--- src/rtl/pool_pkg.sv ---
// Shared definitions for the 2x2 pooling window generator.
//   DATA_W_DEF     default pixel width
//   IMG_W_DEF/H    default frame geometry
//   pixel_t        default-width pixel type
//   cnt_w()        counter width helper (never narrower than 1 bit)
//   COL_W_DEF/ROW_W_DEF  counter widths for the default geometry
package pool_pkg;

  localparam int DATA_W_DEF = 32;
  localparam int IMG_W_DEF  = 8;
  localparam int IMG_H_DEF  = 8;

  typedef logic [DATA_W_DEF-1:0] pixel_t;

  // Bits needed to count 0..n-1. A 1-entry range still needs one bit.
  function automatic int cnt_w(input int n);
    return (n > 1) ? $clog2(n) : 1;
  endfunction

  localparam int COL_W_DEF = cnt_w(IMG_W_DEF);
  localparam int ROW_W_DEF = cnt_w(IMG_H_DEF);

endpackage

--- src/rtl/pool_line_buf.sv ---
// One-row pixel store for the window generator.
//   clk      write clock
//   we       write enable (even rows only)
//   waddr    write column
//   wdata    pixel to store
//   raddr_a  left-column read address
//   raddr_b  right-column read address
//   rdata_a  combinational read of raddr_a
//   rdata_b  combinational read of raddr_b
// Contents are not reset; every entry is rewritten by an even row before
// any odd row reads it.
module pool_line_buf #(
  parameter int DEPTH = 8,
  parameter int WIDTH = 32,
  parameter int AW    = 3
) (
  input  logic             clk,
  input  logic             we,
  input  logic [AW-1:0]    waddr,
  input  logic [WIDTH-1:0] wdata,
  input  logic [AW-1:0]    raddr_a,
  input  logic [AW-1:0]    raddr_b,
  output logic [WIDTH-1:0] rdata_a,
  output logic [WIDTH-1:0] rdata_b
);

  logic [WIDTH-1:0] mem [DEPTH];

  always_ff @(posedge clk) begin
    if (we) mem[waddr] <= wdata;
  end

  assign rdata_a = mem[raddr_a];
  assign rdata_b = mem[raddr_b];

endmodule

--- src/rtl/pool_window_gen.sv ---
// Raster-stream to 2x2 stride-2 window generator feeding the max-pool stage.
//   clk         rising-edge clock
//   rst         synchronous active-high reset
//   in_valid    in_data accepted on this edge
//   in_data     pixel, raster order
//   v1..v4      window TL, TR, BL, BR (held until the next window)
//   win_valid   one-cycle pulse, v1..v4 carry a new window
//   frame_done  one-cycle pulse after the last pixel of a frame is accepted
//   win_count   (POOL_WIN_CNT_EN only) windows emitted in the current frame
// Optional build macro: POOL_WIN_CNT_EN adds the win_count port and counter.
module pool_window_gen
  import pool_pkg::*;
#(
  parameter int DATA_W = DATA_W_DEF,
  parameter int IMG_W  = IMG_W_DEF,
  parameter int IMG_H  = IMG_H_DEF
) (
  input  logic              clk,
  input  logic              rst,
  input  logic              in_valid,
  input  logic [DATA_W-1:0] in_data,
  output logic [DATA_W-1:0] v1,
  output logic [DATA_W-1:0] v2,
  output logic [DATA_W-1:0] v3,
  output logic [DATA_W-1:0] v4,
  output logic              win_valid,
  output logic              frame_done
`ifdef POOL_WIN_CNT_EN
  ,
  output logic [15:0]       win_count
`endif
);

  localparam int CW = cnt_w(IMG_W);
  localparam int RW = cnt_w(IMG_H);

  localparam logic [CW-1:0] COL_LAST = CW'(IMG_W - 1);
  localparam logic [RW-1:0] ROW_LAST = RW'(IMG_H - 1);

  logic [CW-1:0]     col;
  logic [RW-1:0]     row;
  logic [DATA_W-1:0] left_px;
  logic [DATA_W-1:0] lb_rd_l;
  logic [DATA_W-1:0] lb_rd_r;
  logic [CW-1:0]     lb_raddr_l;
  logic              lb_we;
  logic              odd_row;
  logic              odd_col;
  logic              col_end;
  logic              row_end;

  assign odd_row = row[0];
  assign odd_col = col[0];
  assign col_end = (col == COL_LAST);
  assign row_end = (row == ROW_LAST);

  // Even rows fill the buffer; odd rows only read it, so no hazard.
  assign lb_we = in_valid && !odd_row && !rst;

  // Reads are only consumed at odd columns, where clearing bit 0 equals
  // col-1 and also keeps the address in range at col 0.
  assign lb_raddr_l = col & ~CW'(1);

  pool_line_buf #(
    .DEPTH (IMG_W),
    .WIDTH (DATA_W),
    .AW    (CW)
  ) u_line_buf (
    .clk     (clk),
    .we      (lb_we),
    .waddr   (col),
    .wdata   (in_data),
    .raddr_a (lb_raddr_l),
    .raddr_b (col),
    .rdata_a (lb_rd_l),
    .rdata_b (lb_rd_r)
  );

  always_ff @(posedge clk) begin
    if (rst) begin
      col        <= '0;
      row        <= '0;
      left_px    <= '0;
      v1         <= '0;
      v2         <= '0;
      v3         <= '0;
      v4         <= '0;
      win_valid  <= 1'b0;
      frame_done <= 1'b0;
    end else begin
      win_valid  <= 1'b0;
      frame_done <= 1'b0;
      if (in_valid) begin
        if (odd_row) begin
          if (odd_col) begin
            v1        <= lb_rd_l;
            v2        <= lb_rd_r;
            v3        <= left_px;
            v4        <= in_data;
            win_valid <= 1'b1;
          end else begin
            left_px <= in_data;
          end
        end
        // Raster position; the frame rolls over with no idle cycle.
        if (col_end) begin
          col <= '0;
          if (row_end) begin
            row        <= '0;
            frame_done <= 1'b1;
          end else begin
            row <= row + RW'(1);
          end
        end else begin
          col <= col + CW'(1);
        end
      end
    end
  end

`ifdef POOL_WIN_CNT_EN
  // Counts registered pulses, so the clear from frame_done lands one cycle
  // after the final window and wins over that window's increment.
  always_ff @(posedge clk) begin
    if (rst || frame_done) win_count <= '0;
    else if (win_valid)    win_count <= win_count + 16'd1;
  end
`endif

endmodule
--- config.mk ---
export PLATFORM = sky130hd
export DESIGN_NAME = pool_window_gen
export DESIGN_NICKNAME = d
export VERILOG_FILES = /design/src/rtl/pool_pkg.sv /design/src/rtl/pool_line_buf.sv /design/src/rtl/pool_window_gen.sv
export SDC_FILE = /design/constraint.sdc
export NUM_CORES = 1
export LEC_CHECK = 0
export ABC_AREA = 1
export BUFFER_PORTS_ARGS = -buffer_cell sky130_fd_sc_hd__buf_2
export CAP_MARGIN = 20
export CELL_PAD_IN_SITES_DETAIL_PLACEMENT = 1
export CELL_PAD_IN_SITES_GLOBAL_PLACEMENT = 2
export CORE_MARGIN = 5
export CORE_UTILIZATION = 33
export CTS_BUF_LIST = sky130_fd_sc_hd__clkbuf_8 sky130_fd_sc_hd__clkbuf_16
export DETAILED_ROUTE_END_ITERATION = 10
export MAX_ROUTING_LAYER = met4
export PLACE_DENSITY = 0.81
export SETUP_SLACK_MARGIN = 0.4
export SKIP_CTS_REPAIR_TIMING = 1
export SLEW_MARGIN = 20
export SYNTH_ARGS = -nofsm -noshare
export SYNTH_HDL_FRONTEND = slang
export SYNTH_SLANG_ARGS = --single-unit
--- constraint.sdc ---
create_clock -name clk -period 2.6 [get_ports clk]
set_input_delay 0.39 -clock clk [delete_from_list [all_inputs] [get_ports clk]]
set_output_delay 0.39 -clock clk [all_outputs]
set_load 0.03 [all_outputs]
== Yosys cells after proc, flatten, opt, wreduce, memory -nomap -nowiden ==
Memory sizes are Yosys's and may differ from the RTL's. A register that Yosys moved wholly into a read port is not among the register bits.
Index checks and enable logic that the tools add are counted.

* Input port bits: 35
* RAM bits: 256
* Memories kept: 1
* Word-level logic and storage cells: 31
* Flip-flop bits (word level): 104
* Output and inout bits: 130

{| class="wikitable"
|+ Memories
! name !! depth !! width !! rd ports !! clocked after memory_dff !! wr ports !! RTL line !! source
|-
| u_line_buf.mem || 8 || 32 || 2 || 2 || 1 || pool_line_buf.sv:27 || <nowiki>logic [WIDTH-1:0] mem [DEPTH];</nowiki>
|}

* Add/subtract/negate cells: 2
* Bitwise logic cells: 4
* Equal/unequal tests: 2
* Reductions and logical operators: 9
* Mux-type cells: 6

{| class="wikitable"
|+ Operator list
! operator !! count
|-
| $add 3x1->3 const B || 2
|-
| $eq 3x3->1 const B || 2
|-
| $mux 3 || 2
|-
| $reduce_and 3->1 || 2
|-
| $reduce_or 3->1 || 2
|-
| $mux 1 || 4
|-
| $not 1->1 || 4
|-
| $logic_and 1x1->1 || 2
|-
| $logic_not 1->1 || 2
|-
| $reduce_and 2->1 || 1
|}

== Logic depth before layout (Yosys ltp) ==
* Depth after elaboration: 5
* Mapped depth: 9
* Depth with buffers taken out: 7

== Cells and area by module ==
Synthesis repeated with hierarchy kept, for this count alone.

* Cell total of the unflattened synthesis: 2778
* Area total of the unflattened synthesis: 20629.8 um^2

{| class="wikitable"
|+ Modules (own cells, without submodules)
! module !! cells an instance !! instances !! seq. area each (um^2) !! area an instance (um^2)
|-
| pool_line_buf || 1719 || 1 || 7687.4 || 13753.2
|-
| pool_window_gen || 1059 || 1 || 3363.2 || 6876.6
|}

== Worst setup path before layout ==
No wires, ideal clock.

* Kind: reg2reg
* Start: register col[2]
* End: memory u_line_buf.mem[4][0], enable pin
* Clock period less this slack: 2.793 ns
* Data arrival time: 2.372 ns
* Setup slack: -0.193 ns
* Required time: 2.179 ns
* Stages on the path, launching flop included: 7
* Path through: dfxtp_1 -> inv_1 -> nor2_1 -> buf_2 -> buf_2 -> inv_1 -> nor2_1

{| class="wikitable"
|+ RTL lines
! item !! RTL line !! source
|-
| from (decl) || pool_window_gen.sv:40 || <nowiki>logic [CW-1:0] col;</nowiki>
|-
| from (signal assigned) || pool_window_gen.sv:115 || <nowiki>col <= col + CW'(1);</nowiki>
|-
| to (decl) || pool_line_buf.sv:27 ||
|}

No word-level cell before the write port.

== Worst setup path in the final report ==
* Start: register row[0]
* End: memory u_line_buf.mem[7][13], enable pin

* Word-level cells in the longest chain between the ends: 5

{| class="wikitable"
|+ Ends and longest elaborated chain
! item !! RTL line !! source
|-
| from (decl) || pool_window_gen.sv:41 || <nowiki>logic [RW-1:0] row;</nowiki>
|-
| from (signal assigned) || pool_window_gen.sv:112 || <nowiki>row <= row + RW'(1);</nowiki>
|-
| $logic_not 1->1 || pool_window_gen.sv:58 || <nowiki>assign lb_we = in_valid && !odd_row && !rst;</nowiki>
|-
| $logic_and 1x1->1 (2 in a row) || pool_window_gen.sv:58 ||
|-
| $mux 1 || pool_line_buf.sv:30 || <nowiki>if (we) mem[waddr] <= wdata;</nowiki>
|-
| $mux 1 (not written as such) || pool_line_buf.sv:30 ||
|}

No other way between the ends.

==> out/results.tsv <==
metric	value	unit
type of the worst setup path	flop to flop	
Core Rows	82	
Register Area	11050	um^2
relative slew slack	60.55	%
post-synth top area cell	edfxtp_1	
synth unique cells	19	
CTS buffer count	46	
crit path DAT	2.10	ns
multi-input gate area in the final layout	4890	um^2
Worst Path Max Fanout	23	
clock buffer depth	3	
CTS tree	yes	
grt total ovfl	0	
max_cap viols	0	
register-to-register setup slack	0.72	ns
CTS clock-pin slew for the worst setup and hold paths	0.06	ns
Post-Syn Area	16750	um^2
Avg Inst Size Synth	9.445	um^2
cell area after placement	18480	um^2
r2r endpoint	u_line_buf.mem[7][13]	
setup TNS	0	ns
synth top area cells	edfxtp_1 (46%), dfxtp_1 (20%), nor2_1 (8.6%)	
max-slew violation count	0	
number of synthesized flops with an enable pin	256	
CP delay by family, top	simple AND/OR/NAND/NOR gates	
maximum single-stage delay on the critical path	0.39	ns
sequence of cells on the critical path	nor3_1 > nand2_1 > nor2_4 > buf_4	
ANT nets after route	0	
Static Leakage	8.497	nW
GP Congestion	0.7803	
post-DP HPWL	29930	um
GR Util All Layers	18.05	%
post-layout net count	1955	
share of layout cells above drive strength 1	15.35	%
clock skew	0.01576	ns
port bufs	164	
P per Cell Area	746.7	nW/um^2
CP Data Required Time	2.82	ns
initial antenna violation count	4	
Initial Util	33.40	%
Synth Instances	1774	
TritonRoute pass-1 iters	4	
H-tree levels	2	
Seq/Total Area, Yosys	65.95	%
Die H	235.3	um
total power	15.03	mW
global-route wire length before repair	77150	um
Num Clock Sinks	424	
launching point of the worst reg2reg path	row[0]	
die span in x	235.3	um
Vias	12750	
Post-Syn Nets	1813	
DR iter-0 viols	687	
Async SR Flop Fraction	0	%
most frequent cell after synthesis	nor2_1	
vias per cell	4.853	
crit end category	flop	
Post-synth top cells	nor2_1 (384), nand2_1 (376), edfxtp_1 (256)	
post-route cell area	20120	um^2
startpoint types	flop	
R2R depth	4	
Die Footprint	55380	um^2
DRC Markers	0	
area fraction of the dominant cell type after synthesis	45.88	%
Final Hold Fails	0	
Worst-Margin Slew	0.5917	ns
CP max-delay cell	buf_4	
Hold Startpoint	in_valid	
Fillers	5692	
Tmin final	1.876	ns
WL final	49920	um
vias in the first global route	13200	
#FFs+latches synth	424	
Root Driver	clkbuf_16	
max frequency	0.5329	GHz
Top FF cell, synth	edfxtp_1	
WP buf/inv	1	
DR WL/cell	19.00	um
WHS Endpoint	col[0]	
RSZ-0062 raised after global routing	no	
Peak supply drop	0.5475	mV
IO Count	165	
YS warnings	0	
core area	50170	um^2
WHS Path Cells	2	
fin crit share	72.17	%
status	completed	
hold crit path type	input pin to flop	
Area Overhead vs Synth	20.11	%
worst skew pair latency	0.58	ns
# setup viols final	0	
pin count of the biggest net entering global routing	103	
## where the power goes
part	internal (mW)	leakage, nW	switching [mW]
clock network	4.30	0.855	2.72
registers	7.18	3.67	0.0294
logic	0.209	3.98	0.578
## layer usage
metal	global-route usage (%)	wire, um	vias to the layer above
met3	2.870	2023	59
met4	4.275	873	0
met2	28.89	23310	236
met5	-	0	-
li1	-	-	6090
met1	24.36	23710	6363
## cell usage in the layout, fill, tap and decap left out, types with 15 or more instances in the layout
cell       netlist  layout
inv_1          125     136
or2_2           15      15
dfxtp_1        168     167
o21ai_0        204     204
nand2_1        376     374
nand3_1         97      97
o211ai_1        32      32
buf_2           29     164
edfxtp_1       256     256
nor2_1         384     374
clkbuf_16        0      52
buf_4            3      21
## state kept, by name (all words and copies together) (netlist names)
signal,count
u_line_buf.mem,256
left_px,32
v1,32
v2,32
v3,32
v4,32
col,3
row,3
frame_done,1
win_valid,1
## per-stage QoR
stage	instances	hold WS (ns)	utilization, %	worst slack (ns)
6_report	2627	0.06081	40.11	0.7236
3_5_place_dp	2540	0.4726	36.83	0.5360
4_1_cts	2626	0.02911	40.11	0.7355
2_1_floorplan	1774	0.4496	-	0.3072
3_3_place_gp	2540	0.4586	36.83	0.5591
5_1_grt	2627	0.07639	40.11	0.6245
## final cells by class
cell class,count,area share (%)
multi-input cells,1122,24.30
clock inverters,33,1.635
flip-flops and latches,424,54.93
diodes,1,0.01243
well taps,672,4.178
clock buffers,53,6.534
inverters,125,2.356
repair buffers,197,6.056
## how the worst max path moves through the flow
stage	endpoint	cells past startpoint	slack (ns)	start
after global placement	u_line_buf.mem[7][14]	6	0.56	in_valid
final	u_line_buf.mem[7][13]	4	0.72	row[0]
after floorplan	u_line_buf.mem[4][0]	5	0.31	col[0]
after global routing	v1[9]	6	0.62	col[2]
after detailed placement	u_line_buf.mem[7][15]	6	0.54	in_valid
after CTS	u_line_buf.mem[7][13]	4	0.74	row[0]
## cell families after synthesis
group	after synthesis	share of synthesized area, %
flip-flops	424	65.95
AND/OR/NAND/NOR	877	20.66
AO/OA/AOI/OAI	241	7.692
buffers and inverters	228	5.399
adder cells (fa/ha/maj)	4	0.2987
Power figures use the tool's default switching activity.
